===== src/rtl/div_hilo_ctrl_pkg.sv =====
// div_hilo_ctrl_pkg: shared state encoding for the divide controller.
`default_nettype none

package div_hilo_ctrl_pkg;

  typedef enum logic [1:0] {
    ST_IDLE  = 2'd0,
    ST_BUSY  = 2'd1,
    ST_DONE  = 2'd2,
    ST_DRAIN = 2'd3
  } state_t;

endpackage

`default_nettype wire


===== src/rtl/div_hilo_ctrl_hilo_regs.sv =====
// div_hilo_ctrl_hilo_regs: HI/LO registers with divide-commit priority over WB writes.
// Optional macro HILO_FWD_EN makes the pending write visible on hi/lo in the write cycle.
`default_nettype none

module div_hilo_ctrl_hilo_regs (
  input  logic        clk,
  input  logic        reset,
  input  logic        commit,
  input  logic [31:0] commit_hi,
  input  logic [31:0] commit_lo,
  input  logic        wb_hi_we,
  input  logic        wb_lo_we,
  input  logic [31:0] wb_wdata,
  output logic [31:0] hi,
  output logic [31:0] lo
);

  logic [31:0] hi_q, lo_q;
  logic [31:0] hi_next, lo_next;
  logic        hi_we, lo_we;

  // WB holds the older instruction, so the divide commit is the later write and wins.
  always_comb begin
    hi_we   = commit | wb_hi_we;
    lo_we   = commit | wb_lo_we;
    hi_next = commit ? commit_hi : wb_wdata;
    lo_next = commit ? commit_lo : wb_wdata;
  end

  always_ff @(posedge clk or posedge reset) begin
    if (reset) begin
      hi_q <= 32'd0;
      lo_q <= 32'd0;
    end else begin
      if (hi_we) hi_q <= hi_next;
      if (lo_we) lo_q <= lo_next;
    end
  end

`ifdef HILO_FWD_EN
  assign hi = (hi_we && !reset) ? hi_next : hi_q;
  assign lo = (lo_we && !reset) ? lo_next : lo_q;
`else
  assign hi = hi_q;
  assign lo = lo_q;
`endif

endmodule

`default_nettype wire


===== src/rtl/div_hilo_ctrl.sv =====
// div_hilo_ctrl: EX-stage divide issue/stall FSM, result buffer and HI/LO commit.
// Optional macro HILO_FWD_EN forwards pending HI/LO writes (see div_hilo_ctrl_hilo_regs).
`default_nettype none

module div_hilo_ctrl
  import div_hilo_ctrl_pkg::*;
(
  input  logic        clk,
  input  logic        reset,
  input  logic        ex_div_req,
  input  logic        ex_div_sign,
  input  logic [31:0] ex_src_a,
  input  logic [31:0] ex_src_b,
  input  logic        ex_hold,
  input  logic        ex_flush,
  output logic        ex_stall,
  output logic        div_en,
  output logic        div_sign,
  output logic [31:0] div_a,
  output logic [31:0] div_b,
  output logic        div_cancel,
  input  logic [31:0] div_q,
  input  logic [31:0] div_r,
  input  logic        div_finish,
  input  logic        wb_hi_we,
  input  logic        wb_lo_we,
  input  logic [31:0] wb_wdata,
  output logic [31:0] hi,
  output logic [31:0] lo
);

  state_t      state, state_next;
  logic [31:0] res_q, res_r;
  logic        capture, commit, issue, cancel;

  always_ff @(posedge clk or posedge reset) begin
    if (reset) begin
      state <= ST_IDLE;
      res_q <= 32'd0;
      res_r <= 32'd0;
    end else begin
      state <= state_next;
      if (capture) begin
        res_q <= div_q;
        res_r <= div_r;
      end
    end
  end

  always_comb begin
    state_next = state;
    issue      = 1'b0;
    cancel     = 1'b0;
    capture    = 1'b0;
    commit     = 1'b0;
    case (state)
      ST_IDLE: begin
        if (ex_div_req && !ex_flush) begin
          issue      = 1'b1;
          state_next = ST_BUSY;
        end
      end
      ST_BUSY: begin
        // A flush beats a same-cycle finish; that result is dropped.
        if (ex_flush) begin
          cancel     = 1'b1;
          state_next = ST_DRAIN;
        end else if (div_finish) begin
          capture    = 1'b1;
          state_next = ST_DONE;
        end
      end
      ST_DONE: begin
        if (ex_flush) begin
          state_next = ST_IDLE;
        end else if (!ex_hold) begin
          commit     = 1'b1;
          state_next = ST_IDLE;
        end
      end
      ST_DRAIN: begin
        // The cancelled divide still runs; wait for its stale finish.
        if (div_finish) state_next = ST_IDLE;
      end
      default: state_next = ST_IDLE;
    endcase
  end

  assign div_en     = issue && !reset;
  assign div_cancel = cancel && !reset;
  assign ex_stall   = ex_div_req && !ex_flush && (state != ST_DONE) && !reset;
  assign div_sign   = ex_div_sign;
  assign div_a      = ex_src_a;
  assign div_b      = ex_src_b;

  div_hilo_ctrl_hilo_regs u_hilo_regs (
    .clk       (clk),
    .reset     (reset),
    .commit    (commit),
    .commit_hi (res_r),
    .commit_lo (res_q),
    .wb_hi_we  (wb_hi_we),
    .wb_lo_we  (wb_lo_we),
    .wb_wdata  (wb_wdata),
    .hi        (hi),
    .lo        (lo)
  );

endmodule

`default_nettype wire


===== config.mk =====
export PLATFORM = sky130hd
export DESIGN_NAME = div_hilo_ctrl
export DESIGN_NICKNAME = d
export VERILOG_FILES = /design/src/rtl/div_hilo_ctrl_pkg.sv /design/src/rtl/div_hilo_ctrl_hilo_regs.sv /design/src/rtl/div_hilo_ctrl.sv
export SDC_FILE = /design/constraint.sdc
export NUM_CORES = 1
export LEC_CHECK = 0
export ABC_AREA = 1
export BUFFER_PORTS_ARGS = -buffer_cell sky130_fd_sc_hd__buf_2
export CAP_MARGIN = 20
export CORE_ASPECT_RATIO = 0.7
export CORE_MARGIN = 2
export CORE_UTILIZATION = 42
export CTS_BUF_LIST = sky130_fd_sc_hd__clkbuf_8
export DETAILED_ROUTE_END_ITERATION = 12
export PLACE_DENSITY_LB_ADDON = 0.25
export SLEW_MARGIN = 20
export SYNTH_ARGS = -nofsm -noshare
export SYNTH_HDL_FRONTEND = slang
export SYNTH_SLANG_ARGS = --single-unit
export TNS_END_PERCENT = 5

===== constraint.sdc =====
create_clock -name clk -period 7.1 [get_ports clk]
set_clock_uncertainty 0.1 [all_clocks]
set_input_delay 1.775 -clock clk [delete_from_list [all_inputs] [get_ports clk]]
set_output_delay 1.775 -clock clk [all_outputs]
set_load 0.01 [all_outputs]

==> results.json, run 1 <==
{
  "status": "finished, final reports clean",
  "fin_crit_ns": 4.35,
  "syn_to_final_growth_pct": 10.9,
  "clockBufferDepth": 2,
  "drt-total-wl_mm": 17.6,
  "synth_cells": 730,
  "synthTopCellsByArea": "dfrtp_1, nand3_1, buf_4, buf_6, nand2_1",
  "layout_common_cells": "nand3_1, buf_2, dfrtp_1",
  "die_w_um": 153,
  "portBuffers": 170,
  "netlist-cell-type-count": 19,
  "avgSynthCellArea_um2": 8.90,
  "numCtsBuffers": 17,
  "grt_setup_unrepaired": "false",
  "reg2reg_depth": 7,
  "drc": 0,
  "antenna_found_initial": 1,
  "clock.fmax_ghz": 0.230,
  "clk_pin_slew_ns": 0.07,
  "grt_usage_pct": 21.6,
  "vdd_drop_max_v": 0.000162,
  "slew_headroom_pct": 35.3,
  "syn_area_mm2": 0.00650,
  "regToRegEndpoint": "u_hilo_regs.hi[7]",
  "cts_tree": "done",
  "final_common_cell": "nand3_1",
  "synth_top_family_by_area": "simple AND/OR/NAND/NOR gates",
  "seqCellArea_mm2": 0.00325,
  "synth_fa_ha_area_share_pct": 0,
  "final_cell_area_mm2": 0.00721,
  "grt_pass1_wl_mm": 28.0,
  "drive_above_1_share_pct": 30.0,
  "drv_cap": 0,
  "endpoint": "div_en",
  "setup.worst_path.class": "in2out",
  "gp_congestion": 0.749,
  "dp_slack_ns": 2.74,
  "finalHoldViolCount": 0,
  "crit_path_max_incr_delay_ns": 0.18,
  "ant_nets": 0,
  "ys_ff_latch": 130,
  "seq_area_frac_synth_pct": 50.1,
  "tns_ns": 0,
  "end_kind": "output port",
  "syn_nets": 899,
  "final_core_util_pct": 48.3,
  "start_util_pct": 43.6,
  "startpoint_type": "primary input",
  "placed_cell_area_mm2": 0.00677,
  "routed_via_density": 5.18,
  "vias": 5250,
  "ys.warnings.count": 0,
  "setup_ws_ns": 2.75,
  "muxShareOfSynthArea_pct": 0,
  "die_y_um": 108,
  "hold-worst-slack_ns": 0.384,
  "cts-root-buf": "clkbuf_8",
  "cts_sinks": 130,
  "tightest_slew_ns": 0.970,
  "cp-startpoint": "ex_flush",
  "worst-endpoint-required_ns": 5.22,
  "cp_common_cell": "buf_2",
  "grt_overflow": 0,
  "synthSimpleGateAreaFrac_pct": 25.1,
  "holdBufCountCts": 0,
  "p_per_area_mw_per_mm2": 336,
  "finalNonFillerCells": 1014,
  "cts_resized": 0,
  "numPlacedInstances": 981,
  "power_mw": 2.42,
  "yosysTopAreaCell": "dfrtp_1",
  "cts_setup_buffers": 0,
  "grt_pass1_vias": 5056,
  "drtIter0Drc": 448,
  "coreArea_mm2": 0.0149,
  "fillers": 1515,
  "wl_per_cell_um": 17.3,
  "rrSetupSlack_ns": 4.27,
  "slew_violations": 0,
  "num_rows": 37,
  "nets": 974,
  "dp_hpwl_mm": 11.6,
  "critical_path.slowest_cell": "nor3_1",
  "finalSetupViolations": 0,
  "synth_top_area_share_pct": 50.1,
  "fin_crit_sh_pct": 61.3,
  "synth_compound_area_share_pct": 6.74,
  "h-tree-depth": 4,
  "cp.arrival_ns": 2.48,
  "synth_xor_area_share_pct": 0,
  "dieArea_mm2": 0.0165,
  "dr.pass1.iters": 5,
  "clock_latency_ns": 0.43,
  "leakagePower_nw": 3.80,
  "min_path_type": "reg2reg",
  "r2r_start": "state[1]",
  "path_cells": "buf_2 -> inv_1 -> nand2_1 -> nor3_1 -> buf_2",
  "grt_max_degree": 77,
  "num_io_pins": 301,
  "multiInputGateArea_mm2": 0.00210,
  "worstPathMaxFanout": 4
}
kinds of logic (layout without fill, tap and decap cells):
family / after synthesis / count (layout)
and+or+nand+nor: 343 / 343
buffers and inverters: 192 / 280
DFF: 130 / 130
AOI/OAI and AO/OA: 65 / 65
other: 0 / 1
synthesized netlist by cell type:
master	number
inv_1	69
nor2_4	1
a21oi_1	1
nor2_1	4
o21ai_1	34
dfrtp_1	130
nand2_1	74
buf_1	8
nor2_2	1
inv_2	2
buf_2	12
buf_4	67
buf_6	25
clkbuf_1	9
nor4_1	1
o21ai_2	30
nor3_1	3
nand3_1	257
nand4_1	2
layout make-up:
class                   instances  share of cell area, %
flip-flops and latches        130                   45.1
multi-input cells             408                   29.1
repair buffers                177                   12.5
inverters                      71                   3.77
clock buffers                  18                   3.44
well taps                     195                   3.39
clock inverters                14                   2.62
diodes                          1                 0.0347
registers in the layout, indices dropped and copies added, names as in the netlist:
| name | count |
|---|---|
| res_r | 32 |
| state | 2 |
| res_q | 32 |
| u_hilo_regs.lo | 32 |
| u_hilo_regs.hi | 32 |
worst max-delay path: cells and delay by family:
kind	cells	cell delay, ns
buf+inv	3	0.42
simple gates	2	0.29
per-layer routing:
layer | vias up | track usage [%] | part of all wire (%)
met2 | 242 | 29.4 | 41
met3 | 30 | 7.29 | 8.4
met1 | 2465 | 32.3 | 49
met5 | - | 0 | 0
met4 | 0 | 6.28 | 1.8
li1 | 2513 | - | -
report_power, final:
| part | switching, mW | internal [mW] | leakage (nW) | total [mW] |
|---|---|---|---|---|
| clock network | 0.302 | 0.391 | 0.214 | 0.693 |
| registers | 0.134 | 0.979 | 1.60 | 1.11 |
| logic | 0.378 | 0.238 | 1.98 | 0.616 |
worst min-delay path by stage:
stage,startpoint,to,slack [ns],cells past startpoint
detailed placement,res_q[17],res_q[17],0.37,2
global placement,res_q[23],res_q[23],0.36,2
floorplan,res_q[10],res_q[10],0.36,2
finish,res_r[28],res_r[28],0.38,2
CTS,res_r[28],res_r[28],0.39,2
global route,res_q[23],res_q[23],0.41,2
(Power assumes the default switching activity.)
==> inputs of run 2 (changes only) <==
Clock period 7.1 ns to 4.3 ns, I/O delays scaled along.
==> run 2 against run 1 <==
  * Utilization down 0.25 points
  * Critical path type is now in2reg
  * Worst setup slack got worse by 1.4 ns
  * Clock power up 44%
  * Cell count did not move
  * Largest power group unchanged
  * Combinational power is 66% higher
  * Non-clock buffer count did not move
  * Largest cell class unchanged
  * Register-to-register slack got worse by 2.2 ns
  * Count of clock-buffer cells in the layout unchanged
  * Flip-flop and latch count stayed put
  * Critical path depth fell by 1
  * Total power increased by 60%
==> results.json, run 2 (synthesized netlist as in run 1, its figures left out) <==
{
  "status": "finished, final reports clean",
  "worst-endpoint-required_ns": 4.51,
  "wl_per_cell_um": 17.4,
  "drv_cap": 0,
  "nets": 974,
  "finalHoldViolCount": 0,
  "clock_latency_ns": 0.43,
  "drt-total-wl_mm": 17.7,
  "num_io_pins": 301,
  "antenna_found_initial": 4,
  "layout_common_cells": "nand3_1, buf_2, dfrtp_1",
  "r2r_start": "state[1]",
  "p_seq_share_pct": 47.9,
  "dr.pass1.iters": 5,
  "whs_path_depth": 2,
  "path_cells": "buf_2 -> clkinv_1 -> nand3_1 -> nand3_1",
  "power.clock.fraction_pct": 25.8,
  "grt_setup_unrepaired": "false",
  "slew_violations": 0,
  "fin_crit_ns": 2.95,
  "drive_above_1_share_pct": 30.2,
  "num_rows": 37,
  "startpoint_type": "primary input",
  "p_per_area_mw_per_mm2": 541,
  "critical_path.slowest_cell": "clkinv_1",
  "grt_max_degree": 131,
  "clock.fmax_ghz": 0.339,
  "portBuffers": 170,
  "grt_pass1_vias": 4911,
  "numCtsBuffers": 17,
  "cp.arrival_ns": 3.16,
  "fillers": 1493,
  "clk_pin_slew_ns": 0.08,
  "h-tree-depth": 4,
  "regToRegEndpoint": "u_hilo_regs.lo[4]",
  "clockBufferDepth": 2,
  "power.share.switching_pct": 35.8,
  "vias": 5274,
  "cts_setup_buffers": 0,
  "rrSetupSlack_ns": 2.03,
  "min_path_type": "reg2reg",
  "vdd_drop_max_v": 0.000194,
  "grt_overflow": 0,
  "path_delay_family": "buffers and inverters",
  "hold-worst-slack_ns": 0.392,
  "tns_ns": 0,
  "reg2reg_depth": 6,
  "tightest_slew_ns": 1.05,
  "grt_pass1_wl_mm": 27.6,
  "dp_hpwl_mm": 11.9,
  "cts_tree": "done",
  "min_from": "res_r[29]",
  "start_util_pct": 43.6,
  "pwr-share-comb_pct": 26.3,
  "fin_crit_sh_pct": 68.5,
  "final_common_cell": "nand3_1",
  "gp_congestion": 0.787,
  "grt_usage_pct": 21.5,
  "coreArea_mm2": 0.0149,
  "die_w_um": 153,
  "slew_headroom_pct": 29.7,
  "dieArea_mm2": 0.0165,
  "end_kind": "register",
  "die_y_um": 108,
  "worstPathMaxFanout": 33,
  "finalSetupViolations": 0,
  "ant_nets": 0,
  "drtIter0Drc": 339,
  "internal_power_mw": 2.49,
  "crit_path_max_incr_delay_ns": 1.04,
  "final_core_util_pct": 48.1,
  "cts_resized": 0,
  "crit_buf_inv": 2,
  "p_switching_mw": 1.39,
  "hold_end": "res_r[29]",
  "syn_to_final_growth_pct": 10.4,
  "cts_sinks": 130,
  "setup.worst_path.class": "in2reg",
  "routed_via_density": 5.20,
  "leakagePower_nw": 3.77,
  "drc": 0,
  "holdBufCountCts": 0,
  "cts-root-buf": "clkbuf_8",
  "cp_common_cell": "nand3_1"
}
run 2: cell count changes in the layout (fill, tap and decap cells not counted), sizes merged:
cell,previous run,this run
bufinv,4,1
clkinv,3,5
clkinvlp,4,5
run 2: metrics by stage:
step	total power, mW	std cells	instance area (um2)	worst slack (ns)
floorplan	2.65	730	6500	1.52
global placement	2.89	981	6790	1.38
detailed placement	2.91	981	6790	1.37
CTS	3.91	1013	7170	1.37
global route	4.14	1014	7170	1.21
finish	3.88	1014	7170	1.35
run 2: worst max path at each step:
stage          slack [ns]                  to  cells past startpoint     start
2_1_floorplan        1.52            res_q[0]                      1     reset
3_3_place_gp         1.38            ex_stall                      5  ex_flush
3_5_place_dp         1.37            ex_stall                      5  ex_flush
4_1_cts              1.37            ex_stall                      5  ex_flush
5_1_grt              1.21  u_hilo_regs.lo[27]                      4  wb_lo_we
6_report             1.35  u_hilo_regs.lo[12]                      4  wb_lo_we
run 2: per-layer routing:
metal	GRT usage (%)	part of all wire (%)	vias up	wire length, um
li1	-	-	2527	-
met1	33.4	49	2466	8670
met2	27.8	40	242	7090
met3	7.45	9.4	35	1660
met4	6.28	1.3	4	231
met5	0	0.12	-	21
run 2: layout make-up:
class	instances	area (um2)	area share [%]
Tap cell	195	244	3.40
Clock inverter	14	128	1.78
Inverter	71	270	3.77
Clock buffer	18	248	3.46
Sequential cell	130	3250	45.4
Multi-Input combinational cell	408	2100	29.2
Antenna cell	1	2.50	0.0349
Timing Repair Buffer	177	928	12.9
run 2: power by group through the flow:
stage                     Clock, mW  Combinational [mW]  Sequential [mW]
after global placement            0                1.02             1.87
after floorplan                   0               0.782             1.86
after global routing           1.07                1.16             1.90
after detailed placement          0                1.03             1.87
after CTS                      1.02                1.04             1.85
final                          1.00                1.02             1.86
run 2: worst register-to-register path: stages (launching register included):
cell     delay [ns]
dfrtp_1        0.42
inv_2          0.08
nor2_4         0.41
nand2_4        0.49
buf_12         0.39
nand3_1        0.13
nand3_1        0.11
